===== config.mk =====
export PLATFORM = sky130hd
export DESIGN_NAME = ndn_producer
export DESIGN_NICKNAME = d
export VERILOG_FILES = /design/src/rtl/ndn_pkg.sv /design/src/rtl/ndn_content_store.sv /design/src/rtl/ndn_producer.sv
export SDC_FILE = /design/constraint.sdc
export NUM_CORES = 2
export LEC_CHECK = 0
export CAP_MARGIN = 20
export CELL_PAD_IN_SITES_DETAIL_PLACEMENT = 1
export CELL_PAD_IN_SITES_GLOBAL_PLACEMENT = 1
export CORE_MARGIN = 2
export CORE_UTILIZATION = 46
export CTS_CLUSTER_SIZE = 20
export DETAILED_ROUTE_END_ITERATION = 12
export MAX_ROUTING_LAYER = met4
export PLACE_DENSITY_LB_ADDON = 0.1
export SLEW_MARGIN = 25
export SYNTH_ARGS = -nofsm -noshare
export SYNTH_HDL_FRONTEND = slang
export SYNTH_SLANG_ARGS = --single-unit

===== constraint.sdc =====
create_clock -name clk -period 4.9 [get_ports clk]
set_clock_uncertainty 0.05 [all_clocks]
set_input_delay 0.98 -clock clk [delete_from_list [all_inputs] [get_ports clk]]
set_output_delay 0.98 -clock clk [all_outputs]
set_load 0.05 [all_outputs]

===== src/rtl/ndn_pkg.sv =====
`default_nettype none
// ============================================================================
// Module   : ndn_pkg
// Purpose  : Shared constants, FSM state type and prefix-mask helper for the
//            NDN upstream producer (content store responder).
// Contents : PREFIX_W, LEN_W, BYTE_W, state_t, prefix_mask()
// Revision : 1.0 - initial release
// ============================================================================
package ndn_pkg;

  localparam int PREFIX_W = 64;
  localparam int LEN_W    = 6;
  localparam int BYTE_W   = 8;

  typedef enum logic [2:0] {
    IDLE   = 3'd0,
    LOOKUP = 3'd1,
    SEND   = 3'd2,
    NACK   = 3'd3,
    DONE   = 3'd4
  } state_t;

  // MSB-aligned mask covering the top 'len' bits of a prefix. A zero length
  // yields an all-zero mask, so a length-0 entry matches any length-0 key.
  function automatic logic [PREFIX_W-1:0] prefix_mask(input logic [LEN_W-1:0] len);
    logic [PREFIX_W-1:0] ones;
    logic [PREFIX_W-1:0] mask;
    ones = '1;
    if (len == '0) begin
      mask = '0;
    end else begin
      mask = ones << (PREFIX_W - int'(len));
    end
    return mask;
  endfunction

endpackage
`default_nettype wire


===== src/rtl/ndn_content_store.sv =====
`default_nettype none
// ============================================================================
// Module   : ndn_content_store
// Purpose  : Local content store. Holds per-entry headers (prefix, prefix
//            length, payload length), a payload RAM with a registered read
//            port, and a parallel prefix matcher with lowest-index priority.
// Ports    : clk, rst (async, active-low)
//            cfg_*        - header/payload write port, gated by cfg_en
//            key_prefix/key_len - lookup key (combinational match outputs)
//            hit, hit_*   - match flag and the winning entry's header
//            rd_en/rd_idx/rd_addr -> rd_data (one-cycle registered read)
// Revision : 1.0 - initial release
// ============================================================================
module ndn_content_store
  import ndn_pkg::*;
#(
  parameter int ENTRIES   = 4,
  parameter int MAX_BYTES = 32,
  localparam int IDX_W    = $clog2(ENTRIES),
  localparam int BA_W     = $clog2(MAX_BYTES),
  localparam int CL_W     = BA_W + 1
) (
  input  logic                clk,
  input  logic                rst,
  // configuration
  input  logic                cfg_en,
  input  logic                cfg_hdr_we,
  input  logic                cfg_byte_we,
  input  logic [IDX_W-1:0]    cfg_idx,
  input  logic [PREFIX_W-1:0] cfg_prefix,
  input  logic [LEN_W-1:0]    cfg_len,
  input  logic [CL_W-1:0]     cfg_content_len,
  input  logic [BA_W-1:0]     cfg_byte_addr,
  input  logic [BYTE_W-1:0]   cfg_byte,
  // lookup
  input  logic [PREFIX_W-1:0] key_prefix,
  input  logic [LEN_W-1:0]    key_len,
  output logic                hit,
  output logic [IDX_W-1:0]    hit_idx,
  output logic [PREFIX_W-1:0] hit_prefix,
  output logic [LEN_W-1:0]    hit_len,
  output logic [CL_W-1:0]     hit_content_len,
  // payload read
  input  logic                rd_en,
  input  logic [IDX_W-1:0]    rd_idx,
  input  logic [BA_W-1:0]     rd_addr,
  output logic [BYTE_W-1:0]   rd_data
);

  logic [PREFIX_W-1:0] hdr_prefix [ENTRIES];
  logic [LEN_W-1:0]    hdr_len    [ENTRIES];
  logic [CL_W-1:0]     hdr_clen   [ENTRIES];
  logic [BYTE_W-1:0]   mem        [ENTRIES*MAX_BYTES];
  logic [ENTRIES-1:0]  entry_hit;
  logic [PREFIX_W-1:0] key_mask;

  // Headers are reset so every entry starts invalid (content length 0).
  always_ff @(posedge clk or negedge rst) begin
    if (!rst) begin
      for (int i = 0; i < ENTRIES; i++) begin
        hdr_prefix[i] <= '0;
        hdr_len[i]    <= '0;
        hdr_clen[i]   <= '0;
      end
    end else if (cfg_en && cfg_hdr_we) begin
      hdr_prefix[cfg_idx] <= cfg_prefix;
      hdr_len[cfg_idx]    <= cfg_len;
      hdr_clen[cfg_idx]   <= cfg_content_len;
    end
  end

  // Payload RAM is deliberately not reset.
  always_ff @(posedge clk) begin
    if (cfg_en && cfg_byte_we) begin
      mem[{cfg_idx, cfg_byte_addr}] <= cfg_byte;
    end
  end

  // Registered read: the caller presents the address one cycle ahead.
  always_ff @(posedge clk or negedge rst) begin
    if (!rst) begin
      rd_data <= '0;
    end else if (rd_en) begin
      rd_data <= mem[{rd_idx, rd_addr}];
    end
  end

  assign key_mask = prefix_mask(key_len);

  generate
    for (genvar i = 0; i < ENTRIES; i++) begin : g_match
      assign entry_hit[i] = (hdr_clen[i] != '0) &&
                            (hdr_len[i] == key_len) &&
                            (((hdr_prefix[i] ^ key_prefix) & key_mask) == '0);
    end
  endgenerate

  // Scan from the top so the lowest matching index is the final assignment.
  always_comb begin
    hit_idx = '0;
    for (int i = ENTRIES - 1; i >= 0; i--) begin
      if (entry_hit[i]) begin
        hit_idx = IDX_W'(i);
      end
    end
  end

  assign hit             = |entry_hit;
  assign hit_prefix      = hdr_prefix[hit_idx];
  assign hit_len         = hdr_len[hit_idx];
  assign hit_content_len = hdr_clen[hit_idx];

endmodule
`default_nettype wire


===== src/rtl/ndn_producer.sv =====
`default_nettype none
// ============================================================================
// Module   : ndn_producer
// Purpose  : Upstream responder on the router's interest-forwarding side.
//            A forwarded interest is looked up in the local content store;
//            a hit streams the stored payload one byte per cycle, a miss
//            produces a one-cycle NACK.
// Ports    : clk, rst (async, active-low)
//            interest_prefix/len/valid - forwarded interest (level valid)
//            data_in_prefix/len, data_ready, in_data - returned content
//            nack - one-cycle miss pulse;  busy - FSM not idle
//            cfg_* - content store configuration (accepted only when idle)
// Revision : 1.0 - initial release
// ============================================================================
module ndn_producer
  import ndn_pkg::*;
#(
  parameter int ENTRIES   = 4,
  parameter int MAX_BYTES = 32,
  localparam int IDX_W    = $clog2(ENTRIES),
  localparam int BA_W     = $clog2(MAX_BYTES),
  localparam int CL_W     = BA_W + 1
) (
  input  logic                clk,
  input  logic                rst,
  input  logic [PREFIX_W-1:0] interest_prefix,
  input  logic [LEN_W-1:0]    interest_len,
  input  logic                interest_valid,
  output logic [PREFIX_W-1:0] data_in_prefix,
  output logic [LEN_W-1:0]    data_in_len,
  output logic                data_ready,
  output logic [BYTE_W-1:0]   in_data,
  output logic                nack,
  output logic                busy,
  input  logic                cfg_hdr_we,
  input  logic                cfg_byte_we,
  input  logic [IDX_W-1:0]    cfg_idx,
  input  logic [PREFIX_W-1:0] cfg_prefix,
  input  logic [LEN_W-1:0]    cfg_len,
  input  logic [CL_W-1:0]     cfg_content_len,
  input  logic [BA_W-1:0]     cfg_byte_addr,
  input  logic [BYTE_W-1:0]   cfg_byte
);

  state_t              state;
  state_t              next_state;
  logic                send_d;
  logic                nack_d;

  logic [PREFIX_W-1:0] key_prefix;
  logic [LEN_W-1:0]    key_len;
  logic [IDX_W-1:0]    send_idx;
  logic [CL_W-1:0]     send_len;
  logic [CL_W-1:0]     cnt;
  logic [CL_W-1:0]     cnt_inc;
  logic                last_byte;

  logic                hit;
  logic [IDX_W-1:0]    hit_idx;
  logic [PREFIX_W-1:0] hit_prefix;
  logic [LEN_W-1:0]    hit_len;
  logic [CL_W-1:0]     hit_content_len;

  logic                cfg_en;
  logic                rd_en;
  logic [IDX_W-1:0]    rd_idx;
  logic [BA_W-1:0]     rd_addr;

  assign busy      = (state != IDLE);
  assign cfg_en    = (state == IDLE);
  assign cnt_inc   = cnt + CL_W'(1);
  assign last_byte = (cnt == send_len - CL_W'(1));

  // The RAM read is issued one cycle ahead of presentation: during LOOKUP
  // it fetches byte 0 of the matching entry, during SEND it fetches the byte
  // after the one currently on in_data. The final SEND cycle's fetch (whose
  // address may wrap) is never presented.
  assign rd_en   = (state == LOOKUP) || (state == SEND);
  assign rd_idx  = (state == LOOKUP) ? hit_idx : send_idx;
  assign rd_addr = (state == LOOKUP) ? '0 : cnt_inc[BA_W-1:0];

  ndn_content_store #(
    .ENTRIES   (ENTRIES),
    .MAX_BYTES (MAX_BYTES)
  ) u_store (
    .clk             (clk),
    .rst             (rst),
    .cfg_en          (cfg_en),
    .cfg_hdr_we      (cfg_hdr_we),
    .cfg_byte_we     (cfg_byte_we),
    .cfg_idx         (cfg_idx),
    .cfg_prefix      (cfg_prefix),
    .cfg_len         (cfg_len),
    .cfg_content_len (cfg_content_len),
    .cfg_byte_addr   (cfg_byte_addr),
    .cfg_byte        (cfg_byte),
    .key_prefix      (key_prefix),
    .key_len         (key_len),
    .hit             (hit),
    .hit_idx         (hit_idx),
    .hit_prefix      (hit_prefix),
    .hit_len         (hit_len),
    .hit_content_len (hit_content_len),
    .rd_en           (rd_en),
    .rd_idx          (rd_idx),
    .rd_addr         (rd_addr),
    .rd_data         (in_data)
  );

  always_ff @(posedge clk or negedge rst) begin
    if (!rst) begin
      state <= IDLE;
    end else begin
      state <= next_state;
    end
  end

  always_comb begin
    next_state = state;
    send_d     = 1'b0;
    nack_d     = 1'b0;
    case (state)
      IDLE:    if (interest_valid) next_state = LOOKUP;
      LOOKUP:  next_state = hit ? SEND : NACK;
      SEND:    if (last_byte) next_state = DONE;
      NACK:    next_state = DONE;
      // A held interest parks here until the router drops it, so the same
      // request is never answered twice.
      DONE:    if (!interest_valid) next_state = IDLE;
      default: next_state = IDLE;
    endcase
    send_d = (next_state == SEND);
    nack_d = (next_state == NACK);
  end

  always_ff @(posedge clk or negedge rst) begin
    if (!rst) begin
      key_prefix     <= '0;
      key_len        <= '0;
      send_idx       <= '0;
      send_len       <= '0;
      cnt            <= '0;
      data_in_prefix <= '0;
      data_in_len    <= '0;
      data_ready     <= 1'b0;
      nack           <= 1'b0;
    end else begin
      if ((state == IDLE) && interest_valid) begin
        key_prefix <= interest_prefix;
        key_len    <= interest_len;
      end
      if (state == LOOKUP) begin
        cnt <= '0;
        if (hit) begin
          send_idx       <= hit_idx;
          send_len       <= hit_content_len;
          data_in_prefix <= hit_prefix;
          data_in_len    <= hit_len;
        end
      end else if (state == SEND) begin
        cnt <= cnt_inc;
      end
      data_ready <= send_d;
      nack       <= nack_d;
    end
  end

endmodule
`default_nettype wire

; After elaboration in Yosys (flattened, before gate mapping)
; Memories as Yosys holds them, arrays and structs flattened. A register that Yosys moved wholly into a read port is not among the register bits.
; Cells that the tools add are included.
[word_totals]
out_inout_bits = 81
ff_bits = 463
word_cells = 111
mem_bits_rw = 1024
in_bits = 166
mem_count = 1
[mem_list]
columns = name, words, word_bits, read_ports, rd_clocked_by_memory_dff, write_ports, line_no
row1 = u_store.mem, 128, 8, 1, 1, 1, ndn_content_store.sv:53  ; logic [BYTE_W-1:0] mem [ENTRIES*MAX_BYTES];
[classes]
addsub = 3
n_lt_le_gt_ge = 3
shift = 1
muxes = 32
bitwise_logic = 10
n_reduce_logical = 28
eq_ne = 11
[ops]
columns = op, n
row1 = $and A64 B64 Y64, 4
row2 = $bwmux W256, 1
row3 = $logic_not A64 Y1, 4
row4 = $mux W64, 4
row5 = $xor A64 B64 Y64, 4
row6 = $bmux W64 S2, 1
row7 = $demux W64 S2, 1
row8 = $shl A64 B32 Y64 const A, 1
row9 = $bwmux W24, 2
row10 = $mux W6, 7
row11 = $eq A6 B6 Y1, 5
row12 = $bmux W6 S2, 2
row13 = $reduce_bool A6 Y1, 4
row14 = $pmux W3 S5, 1
row15 = $demux W6 S2, 1
row16 = $eq A3 B2 Y1 const B, 4
row17 = $logic_and A1 B1 Y1, 12
row18 = $mux W2, 5
row19 = $mux W3, 3
row20 = $sub A7 B6 Y8 const A, 1
row21 = $add A6 B1 Y6 const B, 1
row22 = $ge A3 B3 Y1 const B, 2
row23 = $logic_not A6 Y1, 1
row24 = $not A2 Y3, 2
row25 = other kinds (13), 15

; Longest topological paths before layout
[depth]
word_depth = 14
ltp_mapped = 23
depth_no_buf = 15

; By module
; A second synthesis with hierarchy kept.
[hier_totals]
hier_cells = 3719
hier_area_um2 = 65236.3
[by_module_without_submodules]
columns = mod, area_per_inst_um2, cells_each, seq_area_each_um2, instances
row1 = ndn_content_store, 59000.3, 3313, 38557.0, 1
row2 = ndn_producer, 6236.0, 406, 3978.8, 1

; Worst setup path before layout
; No wires, ideal clock.
[synth_timing]
path_kind = flip-flop to flip-flop
startpoint = register key_len[1]
endpoint = register u_store.rd_data[0] (read register of u_store.mem)
setup_ps = 141
t_arrival_ps = 5048
stages_incl_launch_ff = 22
synth_period_minus_slack_ps = 5239
slack_ps = -339
required_ps = 4709
cell_sequence = dfrtp_1 buf_2 buf_1 inv_1 ha_1 buf_2 inv_1 ha_1 clkbuf_1 or2_2 a32oi_1 o22ai_1 nor4_1 nand3_1 or4_1 or4_1 buf_2 a2111oi_4 buf_6 nor2_1 a21oi_1 o2111ai_1
[synth_between]
elab_chain_cells = 11
word_cells_on_any_way = 29
classes_between = add/sub: 1 / eq/ne: 4 / shift: 1 / mux: 6 / bitwise: 4 / reduce/logical: 13
[synth_rtl]
columns = element, line_no
row1 = from (decl), ndn_producer.sv:51  ; logic [LEN_W-1:0] key_len;
row2 = from (signal assigned), ndn_producer.sv:150  ; key_len <= interest_len;
row3 = $sub A7 B6 Y8, ndn_pkg.sv:32  ; mask = ones << (PREFIX_W - int'(len));
row4 = $shl A64 B32 Y64, ndn_pkg.sv:32
row5 = $mux W64, ndn_pkg.sv:29  ; if (len == '0) begin
row6 = $and A64 B64 Y64, ndn_content_store.sv:94  ; (((hdr_prefix[i] ^ key_prefix) & key_mask) == '0);
row7 = $logic_not A64 Y1, ndn_content_store.sv:94
row8 = $logic_and A1 B1 Y1, ndn_content_store.sv:93  ; (hdr_len[i] == key_len) &&
row9 = $mux W2 (3 in series), ndn_content_store.sv:102  ; if (entry_hit[i]) begin
row10 = $mux W2 *, ndn_content_store.sv:102
row11 = $mux W2 *, ndn_producer.sv:79  ; assign rd_idx = (state == LOOKUP) ? hit_idx : send_idx;
row12 = to (decl), ndn_content_store.sv:47  ; output logic [BYTE_W-1:0] rd_data
; Mark *: on every way between the ends. The rest lies on a longest branch, timed or not.
; A chain may end at the register's enable or synchronous reset.

; Final worst setup path
[layout_timing]
startpoint = register key_len[1]
endpoint = register u_store.rd_data[4] (read register of u_store.mem)
; Same word-level chain as after synthesis.

==> run_results.csv <==
group,metric,value,unit
logic_synthesis,ys_top_cells_by_area,"edfxtp_1 (45%), dfrtp_1 (17%), mux2_2 (7.3%)",
logic_synthesis,yosys.cell_count.top_type,"edfxtp_1",
setup_path,worst-setup-path-type,"reg -> reg",
clock_network,cts_buffer_depth,3,
pwr,pwr-share-seq,30.3,%
route,drc_errors,0,
sta,period_minus_slack,4820,ps
route,drt_iter0_markers,3280,
cells_and_area,nets,5612,
cells_and_area,synthToLayoutAreaGrowth,18.6,%
setup_path,cp_max_fo,23,
route,viasPerCell,6.06,
placement,dpl.hpwl,175,mm
logic_synthesis,synth_top_area_share,45.0,%
placement,port_buffers,246,
pwr,p_int,32.3,mW
route,wl_per_cell,33.0,um
pwr,switching_share,43.5,%
setup_path,cp-end-kind,"flip-flop",
setup_path,slowest_stage,"or4_4",
sta,maxSlewHeadroom,27.5,%
clock_network,insertion_delay,810,ps
grt,grt_max_degree,129,
sta,fmax,207,MHz
die,rows,141,
logic_synthesis,syn_area_per_cell,13.7,um^2
clock_network,cts_buffers,161,
sta,slew_violations,0,
die,io-pin-count,247,
die,die_w,390,um
setup_path,rrSetupSlack,80,ps
setup_path,start_kind,"flip-flop",
logic_synthesis,synth_area,0.0684,mm^2
route,num_vias,45400,
die,coreArea,0.148,mm^2
logic_synthesis,yosys.area.top_type,"edfxtp_1",
logic_synthesis,synth_edf_count,1024,
clock_network,clk_pin_slew_worst_paths,60,ps
logic_synthesis,syn_inst,5005,
pwr,power.density,703,mW/mm^2
pwr,p_clk_share,21.0,%
die,die_y,390,um
logic_synthesis,synth_warnings,0,
route,ant_nets,0,
setup_path,cp.arrival,5420,ps
die,start_util,46.3,%
grt,grt_first_pass_wirelength,352,mm
logic_synthesis,syn_nets,5178,
pwr,leakagePower,29.1,nW
route,wirelength,247,mm
worst_hold_path,min_path_type,"in -> async",
setup_path,worst_ep_required_time,5500,ps
setup_path,cp_common_cell,"buf_4",
clock_network,htree_num_levels,4,
clock_network,cts_tree,"built",
placement,place.gp.congestion,1.09,
grt,grt_pass1_vias,47300,
setup_path,crit_chain,"inv_2, ha_2, buf_4, nor3b_4, mux2i_1, buf_4, buf_4, buf_4, nor2_1, o21bai_1, buf_4, o2111ai_1, or4_4, or4_4, a32o_1, a21oi_2, buf_12, mux2i_1, o2111ai_1",
grt,grt_usage,33.3,%
logic_synthesis,synth_ff_type,"edfxtp_1",
cells_and_area,fillers,14200,
clock_network,clock_sinks,1495,
logic_synthesis,synthDistinctLibCells,93,
cells_and_area,fin_area,0.0811,mm^2
logic_synthesis,yosys_register_bits,1495,
pwr,comb_power_share,48.8,%
route,firstDrtPassIters,7,
logic_synthesis,synthTopCellsByCount,"edfxtp_1 (1,024), dfrtp_1 (471), nand2_1 (459), mux2_2 (446), mux2i_1 (418)",
setup_path,slowest_delay,620,ps
logic_synthesis,async_flop_share,31.5,%
pwr,ir_drop,0.000459,V
status,status,"completed",
pwr,power.net_switching,24.8,mW
grt,gr-total-overflow,0,
sta,setup_viol,0,
cells_and_area,layout-drive-gt1-share,22.4,%
logic_synthesis,seq_area_frac_synth,62.2,%
clock_network,ctsRootBufferMaster,"clkbuf_16",
pwr,power,57.1,mW
sta,period_share,98.4,%
die,die_area,0.152,mm^2
grt,antenna_found_initial,10,
sta,final_hold_viol_count,0,
sta,worst_pin_slew,1080,ps
placement,placed_area,0.0755,mm^2
flow_run,maxCapViolCount,0,
sta,finalSetupTns,0,ps
## worst max-delay path: cells and delay by family (launching register included)
| family | cells | cell delay, ps |
|---|---|---|
| fa+ha+maj | 1 | 200 |
| simple gates | 4 | 1570 |
| flops | 1 | 400 |
| compound gates | 5 | 880 |
| mux | 2 | 510 |
| buf+inv | 7 | 1110 |
## cell families (layout without fill, tap and decap cells)
kind of cell / after synthesis / after routing / share of synthesized area, %
XOR/XNOR: 291 / 291 / 3.73
flip-flops: 1495 / 1495 / 62.2
AO/OA/AOI/OAI: 793 / 793 / 8.35
adder cells (fa/ha/maj): 7 / 7 / 0.128
AND/OR/NAND/NOR: 1093 / 1093 / 7.57
multiplexers: 928 / 928 / 15.6
buffers and inverters: 398 / 956 / 2.47
other: 0 / 5 / 0
## layout make-up
type,count,area (um^2),area share [%]
Multi-Input combinational cell,3112,24500,30.2
Clock inverter,69,806,0.993
Antenna cell,5,12.5,0.0154
Sequential cell,1495,42500,52.4
Timing Repair Buffer,656,6400,7.89
Tap cell,1930,2410,2.98
Inverter,13,48.8,0.0601
Clock buffer,218,4390,5.42
## flip-flops by register name (all words and copies together), names as in the netlist
name and flops:
data_in_prefix 64, key_len 6, data_ready 1, u_store.hdr_prefix 256, nack 1, u_store.mem 1024, u_store.hdr_len 24, data_in_len 6
u_store.rd_data 8, cnt 6, u_store.hdr_clen 24, key_prefix 64, state 3, send_idx 2, send_len 6
## cell usage in the layout (no fill, tap or decap), types with 64 or more instances in the layout
cell type	synthesis	routed
nor2b_1	143	141
xnor2_1	124	123
nor3_1	100	96
a211oi_1	193	190
clkdlybuf4s50_1	0	237
mux2_2	446	446
buf_4	1	350
o21ai_0	66	66
dfrtp_1	471	470
edfxtp_1	1024	1024
a311oi_1	128	128
mux2i_1	418	418
nand2_1	459	455
mux4_2	64	64
xor2_1	167	166
a21oi_1	119	117
clkbuf_16	0	164
nor2_1	182	180
## metrics by stage
stage                     instances  setup slack (ps)  hold slack (ps)  utilization [%]
after floorplan                5005              31.4              407                -
after global placement         7191              -262              424             51.1
after detailed placement       7191              -309              425             51.1
after CTS                      7485              11.9             96.1             54.8
after global routing           7498           -0.0915             94.8             55.0
final                          7498              78.9             73.8             55.0
## worst paths after layout
| check | to | cells after the start | from |
|---|---|---|---|
| min | key_prefix[26]$_DFFE_PN0P_ | 1 | rst |
| max reg2reg | u_store.rd_data[4]$_DFFE_PN0P_ | 19 | key_len[1]$_DFFE_PN0P_ |
| min reg2reg | data_in_prefix[50]$_DFFE_PN0P_ | 2 | data_in_prefix[50]$_DFFE_PN0P_ |
| max | u_store.rd_data[4]$_DFFE_PN0P_ | 19 | key_len[1]$_DFFE_PN0P_ |
| min in group clk | data_in_prefix[50]$_DFFE_PN0P_ | 2 | data_in_prefix[50]$_DFFE_PN0P_ |
| max in group asynchronous | key_prefix[55]$_DFFE_PN0P_ | 3 | rst |
## routing by layer
| layer | track usage, % | vias up | wire length, um |
|---|---|---|---|
| li1 | - | 19900 | - |
| met1 | 41.0 | 23700 | 100000 |
| met2 | 54.7 | 1415 | 122000 |
| met3 | 4.89 | 429 | 12300 |
| met4 | 14.9 | 0 | 12900 |
| met5 | - | - | 0 |
## power groups by stage
stage | logic, mW | clock network (mW) | registers (mW)
final | 27.8 | 12.0 | 17.3
after global routing | 28.7 | 12.6 | 17.5
after CTS | 27.1 | 12.2 | 17.3
after detailed placement | 26.8 | 0 | 17.5
after global placement | 26.8 | 0 | 17.4
after floorplan | 14.4 | 0 | 16.5
## timing repair
item	CTS	global route
endpoints found under the hold margin	0	0
gates resized for setup	18	26
pin swaps	2	6
endpoints found under the setup margin	84	84
gates cloned	1	2
setup buffers	6	6
hold buffers	0	0
(Power assumes the default switching activity.)
